### src/rtl/reset_sequencer.sv
// Multi-channel reset sequencer: holds NUM_CH reset lines until an initiate edge,
// waits a hold interval, then releases channels one by one starting at channel 0.
module reset_sequencer #(
  parameter int NUM_CH         = 4,
  parameter int HOLD_CYCLES    = 16,
  parameter int STAGGER_CYCLES = 4,
  parameter int CNT_W          = 8
) (
  input  logic              clk,
  input  logic              reset,
  input  logic              initiate,
  input  logic              rearm,
  output logic [NUM_CH-1:0] ch_reset,
  output logic              busy,
  output logic              done
);

  localparam int IDX_W = (NUM_CH > 1) ? $clog2(NUM_CH) : 1;
  localparam logic [CNT_W-1:0] HOLD_LAST    = CNT_W'(HOLD_CYCLES - 1);
  localparam logic [CNT_W-1:0] STAGGER_LAST = CNT_W'(STAGGER_CYCLES - 1);
  localparam logic [IDX_W-1:0] LAST_IDX     = IDX_W'(NUM_CH - 1);

  typedef enum logic [1:0] {
    S_IDLE,
    S_HOLD,
    S_RELEASE,
    S_DONE
  } state_t;

  state_t            r_state;
  logic [CNT_W-1:0]  r_cnt;
  logic [IDX_W-1:0]  r_idx;
  logic              r_initiate_q;
  logic [NUM_CH-1:0] r_ch_reset;
  logic              r_busy;
  logic              r_done;

  logic              w_go;
  logic [NUM_CH-1:0] w_idx_mask;

  // initiate_q resets to 1 so a level held high through reset never counts as an edge
  assign w_go       = initiate & ~r_initiate_q;
  assign w_idx_mask = NUM_CH'(1) << r_idx;

  always_ff @(posedge clk) begin
    if (reset) begin
      r_state      <= S_IDLE;
      r_cnt        <= '0;
      r_idx        <= '0;
      r_initiate_q <= 1'b1;
      r_ch_reset   <= '1;
      r_busy       <= 1'b0;
      r_done       <= 1'b0;
    end else begin
      r_initiate_q <= initiate;
      if (rearm) begin
        r_state    <= S_IDLE;
        r_cnt      <= '0;
        r_idx      <= '0;
        r_ch_reset <= '1;
        r_busy     <= 1'b0;
        r_done     <= 1'b0;
      end else begin
        case (r_state)
          S_IDLE: begin
            r_ch_reset <= '1;
            r_busy     <= 1'b0;
            r_done     <= 1'b0;
            if (w_go) begin
              r_state <= S_HOLD;
              r_cnt   <= '0;
              r_busy  <= 1'b1;
            end
          end
          S_HOLD: begin
            if (r_cnt == HOLD_LAST) begin
              r_ch_reset[0] <= 1'b0;
              r_cnt         <= '0;
              r_idx         <= IDX_W'(1);
              if (NUM_CH == 1) begin
                r_state <= S_DONE;
                r_busy  <= 1'b0;
                r_done  <= 1'b1;
              end else begin
                r_state <= S_RELEASE;
              end
            end else begin
              r_cnt <= r_cnt + CNT_W'(1);
            end
          end
          S_RELEASE: begin
            if (r_cnt == STAGGER_LAST) begin
              r_ch_reset <= r_ch_reset & ~w_idx_mask;
              r_cnt      <= '0;
              r_idx      <= r_idx + IDX_W'(1);
              // done rises on the same edge that frees the last channel
              if (r_idx == LAST_IDX) begin
                r_state <= S_DONE;
                r_busy  <= 1'b0;
                r_done  <= 1'b1;
              end
            end else begin
              r_cnt <= r_cnt + CNT_W'(1);
            end
          end
          S_DONE: begin
            r_ch_reset <= '0;
            r_busy     <= 1'b0;
            r_done     <= 1'b1;
          end
          default: begin
            r_state    <= S_IDLE;
            r_ch_reset <= '1;
            r_busy     <= 1'b0;
            r_done     <= 1'b0;
          end
        endcase
      end
    end
  end

  assign ch_reset = r_ch_reset;
  assign busy     = r_busy;
  assign done     = r_done;

`ifndef SYNTHESIS
  // Counter must be wide enough that neither interval can wrap it
  a_cnt_width : assert property (@(posedge clk)
    (HOLD_CYCLES < (1 << CNT_W)) && (STAGGER_CYCLES < (1 << CNT_W)));

  // Released channels always form a contiguous run starting at bit 0
  a_release_order : assert property (@(posedge clk) disable iff (reset)
    ((~r_ch_reset) & ((~r_ch_reset) + NUM_CH'(1))) == '0);
`endif

endmodule

### config.mk
export PLATFORM = sky130hd
export DESIGN_NAME = reset_sequencer
export DESIGN_NICKNAME = d
export VERILOG_FILES = /design/src/rtl/reset_sequencer.sv
export SDC_FILE = /design/constraint.sdc
export NUM_CORES = 1
export LEC_CHECK = 0
export CORE_MARGIN = 2
export CORE_UTILIZATION = 30
export DETAILED_ROUTE_END_ITERATION = 7
export DONT_BUFFER_PORTS = 1
export GPL_TIMING_DRIVEN = 1
export HOLD_SLACK_MARGIN = 0.15
export PLACE_DENSITY = 0.49
export REMOVE_ABC_BUFFERS = 1
export SLEW_MARGIN = 40
export SYNTH_ARGS = -nofsm -noshare
export SYNTH_HDL_FRONTEND = slang
export SYNTH_SLANG_ARGS = --single-unit
### constraint.sdc
create_clock -name clk -period 2.1 [get_ports clk]
set_clock_uncertainty 0.2 [all_clocks]
set_input_delay 0.63 -clock clk [delete_from_list [all_inputs] [get_ports clk]]
set_output_delay 0.63 -clock clk [all_outputs]
set_load 0.02 [all_outputs]
## Word level (Yosys, flattened, before mapping)

Cells that the tools add are included.

| storage, ports and cells | value |
|---|---|
| output and inout port bits | 6 |
| logic and storage cells | 59 |
| bits in registers | 19 |
| bits of input ports | 4 |

| cells by class | value |
|---|---|
| shift operators | 1 |
| equal/unequal tests | 10 |
| bitwise gates (word level) | 4 |
| add/subtract/negate cells | 2 |
| muxes and demuxes | 23 |
| reductions and logical operators | 11 |

Operators with widths:

| kind | number |
|---|---|
| 8-bit 2-to-1 mux | 3 |
| 8-bit one-hot mux with 3 select lines | 1 |
| 2-bit 2-to-1 mux | 6 |
| 3-bit one-hot mux with 3 select lines | 1 |
| 8-bit by 1-bit adder with 8-bit output, second input constant | 1 |
| 8-bit by 2-bit == test with 1-bit output, second input constant | 1 |
| 8-bit by 4-bit == test with 1-bit output, second input constant | 1 |
| 2-bit inequality test, second input constant | 4 |
| 2-bit == test, second input constant | 3 |
| 1-bit 2-to-1 mux | 6 |
| 1-bit one-hot mux with 3 select lines | 2 |
| 2-bit one-hot mux with 3 select lines | 1 |
| 2-bit AND reduction | 3 |
| 3-bit AND reduction | 2 |
| 3-bit nonzero test | 2 |
| 5-bit AND reduction | 1 |
| 4-bit bitwise AND | 1 |
| 4-bit 2-to-1 mux | 1 |
| 4-bit inverter | 1 |
| 1-bit one-hot mux with 4 select lines | 1 |
| 2-bit one-hot mux with 2 select lines | 1 |
| 1-bit by 2-bit << shifter with 4-bit output, first input constant | 1 |
| 2-bit by 1-bit adder with 2-bit output, second input constant | 1 |
| 2-bit by 1-bit == test with 1-bit output, second input constant | 1 |
| 5 further kinds | 5 |

## Depth between registers and ports, before layout

Gate-level depths: netlist of run 1.

| depth | value |
|---|---|
| word-level depth | 5 |
| depth in mapped cells | 7 |
| gate-level depth less buffers | 6 |

## Worst setup path before layout of run 1

No wires, ideal clock.

| timing | value |
|---|---|
| path kind | input-to-reg |
| from | input port initiate |
| to | register r_cnt[4] |
| path slack | 254 ps |
| buffers on the path | 1 |
| required time | 1827 ps |
| library setup time | 73 ps |
| data arrival time | 1573 ps |
| cell stages on the path | 5 |
| cell sequence | nand2b_4 a21o_1 buf_6 or4_4 o211ai_2 |

| between the ends | value |
|---|---|
| word-level cells in the longest chain between the ends | 3 |

RTL lines:

| what | line | RTL |
|---|---|---|
| from (decl) | 11 | `input logic initiate,` |
| 1-bit bitwise AND | 42 | `assign w_go = initiate & ~r_initiate_q;` |
| 2-bit inequality test (no line) | n/a |  |
| 2-bit AND reduction (no line) | n/a |  |
| to (signal assigned) | 88 | `r_cnt <= r_cnt + CNT_W'(1);` |
| to (signal assigned) | 103 | `r_cnt <= r_cnt + CNT_W'(1);` |
| to (decl) | 31 | `logic [CNT_W-1:0] r_cnt;` |

No other way between the ends.
A chain may end at the register's enable or synchronous reset.

## Worst setup path after layout of run 1

| timing | value |
|---|---|
| from | register r_cnt[0] |
| to | register r_state[0] |

| between the ends | value |
|---|---|
| word-level cells in the longest chain between the ends | 3 |
| elaborated cells on any way between the ends | 5 |
| classes of those cells | eq/ne: 4; reduce/logical: 1 |

RTL lines:

| what | line | RTL |
|---|---|---|
| 8-bit by 2-bit == test with 1-bit output or 8-bit by 4-bit == test with 1-bit output (tied branches) | 92, 76 |  |
| 2-bit inequality test (no line) | n/a |  |
| 5-bit AND reduction (no line) * | n/a |  |
| to (signal assigned) | 85 | `r_state <= S_RELEASE;` |
| to (signal assigned) | 98 | `r_state <= S_DONE;` |
| to (signal assigned) | 112 | `r_state <= S_IDLE;` |
| to (decl) | 30 | `state_t r_state;` |

Mark *: on every way between the ends. The rest lies on a longest branch, timed or not.

==> flow_metrics.py, run 1 <==
metrics = {
    "floorplanning": {
        "die_area_mm2": 0.004521,
        "rows": 22,
        "fp.dieW_um": 67.24,
        "start_util_pct": 32.05,
        "core-area_mm2": 0.003744,
        "die_h_um": 67.24,
        "io_pins": 10,
    },
    "clocking": {
        "cts_tree": "yes",
        "numCtsBuffers": 3,
        "cts_max_path_buffers": 2,
        "clkSlewWorstSetupHoldPaths_ps": 70,
        "h-tree-depth": 1,
        "root_buffer": "clkbuf_8",
        "clock-sinks": 19,
        "post_cts_buffers": 0,
        "clk_latency_ps": 260,
    },
    "place": {
        "port_buffers": 0,
        "gp_congestion": 0.7626,
        "dp.cells": 190,
        "dp_hpwl_mm": 2.080,
    },
    "detailed_routing": {
        "wl_met2_mm": 1.282,
        "routed_wl_mm": 2.764,
        "drt_iter0_markers": 51,
        "dr_wl_met3_um": 129,
        "first_pass_iters": 5,
        "routed.top_layer": "met4",
        "drc": 0,
        "wl_per_cell_um": 14.25,
        "met1Wirelength_mm": 1.295,
        "vias_per_cell": 5.433,
        "postRouteAntennaNets": 0,
        "num_vias": 1054,
    },
    "timing": {
        "post-route-period-util_pct": 92.90,
        "setup_violations": 0,
        "fmax_ghz": 0.5126,
        "tightest_slew_ps": 430.8,
        "holdWs_ps": 268.9,
        "finalSetupTns_ps": 0,
        "slew_headroom_pct": 71.24,
        "rsz0062_at_grt": "no",
        "fin_crit_ps": 1951,
        "hold_viol_final": 0,
        "slew_violations": 0,
    },
    "pwr": {
        "powerDensity_mw_per_mm2": 503.8,
        "p_leak_nw": 0.4822,
        "ir_drop_mv": 0.2633,
    },
    "grt": {
        "grt_pass1_wl_mm": 4.595,
        "antenna_found_initial": 0,
        "grt-ovfl-total": 0,
        "grt_max_degree": 14,
        "grt_usage_pct": 13.83,
        "first_global_vias": 987,
    },
    "critical_path": {
        "crit_path_start_kind": "flop",
        "required_ps": 2090,
        "cp-end-kind": "flop",
        "rr_endpoint": "r_state[0]$_SDFFE_PP0P_",
        "worstRegToRegCells": 6,
        "path_class": "flop to flop",
        "cp_max_fo": 7,
        "cp.arrival_ps": 1940,
        "r2r_setup_slack_ps": 150,
        "critPathLaunch": "r_cnt[0]$_SDFFE_PP0P_",
        "worstSetupEndpoint": "r_state[0]$_SDFFE_PP0P_",
        "r2r_start": "r_cnt[0]$_SDFFE_PP0P_",
    },
    "synthesis": {
        "synth_top_area_share_pct": 31.70,
        "synthCells": 139,
        "synth_edf_count": 0,
        "synthTopCellsByArea": "dfxtp_1 32%, ha_1 10%, nand2_1 5.0%, a21oi_1 3.8%, nand4_1 3.6%",
        "netlist_area_mm2": 0.001200,
        "seq_area_frac_synth_pct": 31.70,
        "yosysMostFrequentCell": "dfxtp_1",
        "synth-seq-cells": 19,
        "async_reset_ff_share_pct": 0,
        "synth_top_flop_cell": "dfxtp_1",
        "synthTopCellsByCount": "19 x dfxtp_1, 16 x nand2_1, 10 x ha_1, 9 x a21oi_1, 8 x nand3_1",
        "yosysWarningCount": 0,
        "synth_cell_type_count": 39,
        "synth_area_leader_cell": "dfxtp_1",
        "avgSynthCellArea_um2": 8.632,
    },
    "layout": {
        "nNetsFinal": 161,
        "instances_no_fill": 194,
        "syn_to_final_growth_pct": 11.89,
        "drive_above_1_share_pct": 18.49,
        "antennaDiodeCount": 0,
    },
    "outcome": {
        "status": "finished clean",
    },
    "worst_hold_path": {
        "hold_class": "input port to flop",
    },
    "job": {
        "cap_violations": 0,
    },
}
-- per-stage QoR --
step	worst slack, ps	instance area, um2	total power, mW	util (%)
global placement	92.74	1284	0.4234	34.29
CTS	62.44	1331	0.6926	35.56
global route	20.74	1343	0.7113	35.86
detailed placement	-14.46	1284	0.4234	34.29
floorplan	193.6	1141	0.4063	-
finish	149.2	1343	0.6763	35.86
-- placed cells by master, fill, tap and decap left out, types with 2 or more instances in the layout --
cell type,synthesis,final
nor2b_1,4,4
o21a_1,3,3
nor2_1,7,7
a31oi_1,5,5
clkbuf_8,0,3
or2_2,2,2
dfxtp_1,19,19
nand3_1,8,8
ha_1,10,9
and4_1,2,2
nor3_1,2,2
nand4b_1,4,4
inv_1,6,6
o21ai_0,4,4
o211ai_1,3,3
nand4_1,7,7
a21oi_1,9,9
a2bb2oi_1,2,2
buf_4,3,11
mux2i_1,2,2
nand2_1,16,16
-- layer usage --
| layer | GRT usage, % | up-vias |
|---|---|---|
| li1 | - | 525 |
| met1 | 17.68 | 495 |
| met2 | 21.53 | 27 |
| met4 | 6.122 | 0 |
| met5 | 0 | - |
| met3 | 4.000 | 7 |
-- cell type report --
cell class                      count  area, um2
Tap cell                           48      60.06
Timing Repair Buffer               11      82.58
Inverter                            6      22.52
Clock buffer                        4      45.04
Multi-Input combinational cell    106      752.0
Fill cell                         416       2401
Sequential cell                    19      380.4
-- worst max-delay path, stage by stage (launching register included) --
cell      delay [ps]
dfxtp_1          380
ha_1             220
nor2b_1          250
buf_4            200
nand3_2           80
a221oi_2         340
mux2i_1          220
-- registers in the layout (all words and copies together) (netlist names) --
signal        cells
r_idx             2
r_state           2
done              1
ch_reset          4
r_cnt             8
r_initiate_q      1
busy              1
-- power by group --
part           switching (mW)  internal, mW  total (mW)
sequential            0.00450         0.364       0.368
combinational          0.0280        0.0198      0.0478
clock                   0.125         0.135       0.260
-- cells by family (layout without fill, tap and decap cells) --
family	count (synthesis)	after routing	synth area share, %
compound gates	30	30	16.79
fa+ha+maj	10	10	10.43
buf+inv	14	21	6.777
flops	19	19	31.70
mux	2	2	1.668
simple gates	64	64	32.64
-- timing repair --
item / in CTS / in global routing
endpoints found under the hold margin: 0 / 0
hold buffers: 0 / 0
pin swaps: 0 / 0
endpoints found under the setup margin: 3 / 5
resized for setup: 1 / 2
-- how the worst min path moves through the flow --
stage                                      from                       to  slack, ps  cells after the start
after floorplan           r_cnt[1]$_SDFFE_PP0P_    r_cnt[1]$_SDFFE_PP0P_        260                      2
after global placement    r_cnt[1]$_SDFFE_PP0P_    r_cnt[1]$_SDFFE_PP0P_        270                      2
after detailed placement  r_cnt[1]$_SDFFE_PP0P_    r_cnt[1]$_SDFFE_PP0P_        280                      2
after CTS                                 reset  r_initiate_q$_SDFF_PP1_        260                      1
after global routing                      reset  r_initiate_q$_SDFF_PP1_        260                      1
final                                     reset  r_initiate_q$_SDFF_PP1_        270                      1
(Power assumes the default switching activity.)
==> run 2, diff against run 1 <==
- RECOVER_POWER: unset -> 25
==> results of run 2 <==
Final layout, timing and power as in run 1 (identical DEF).
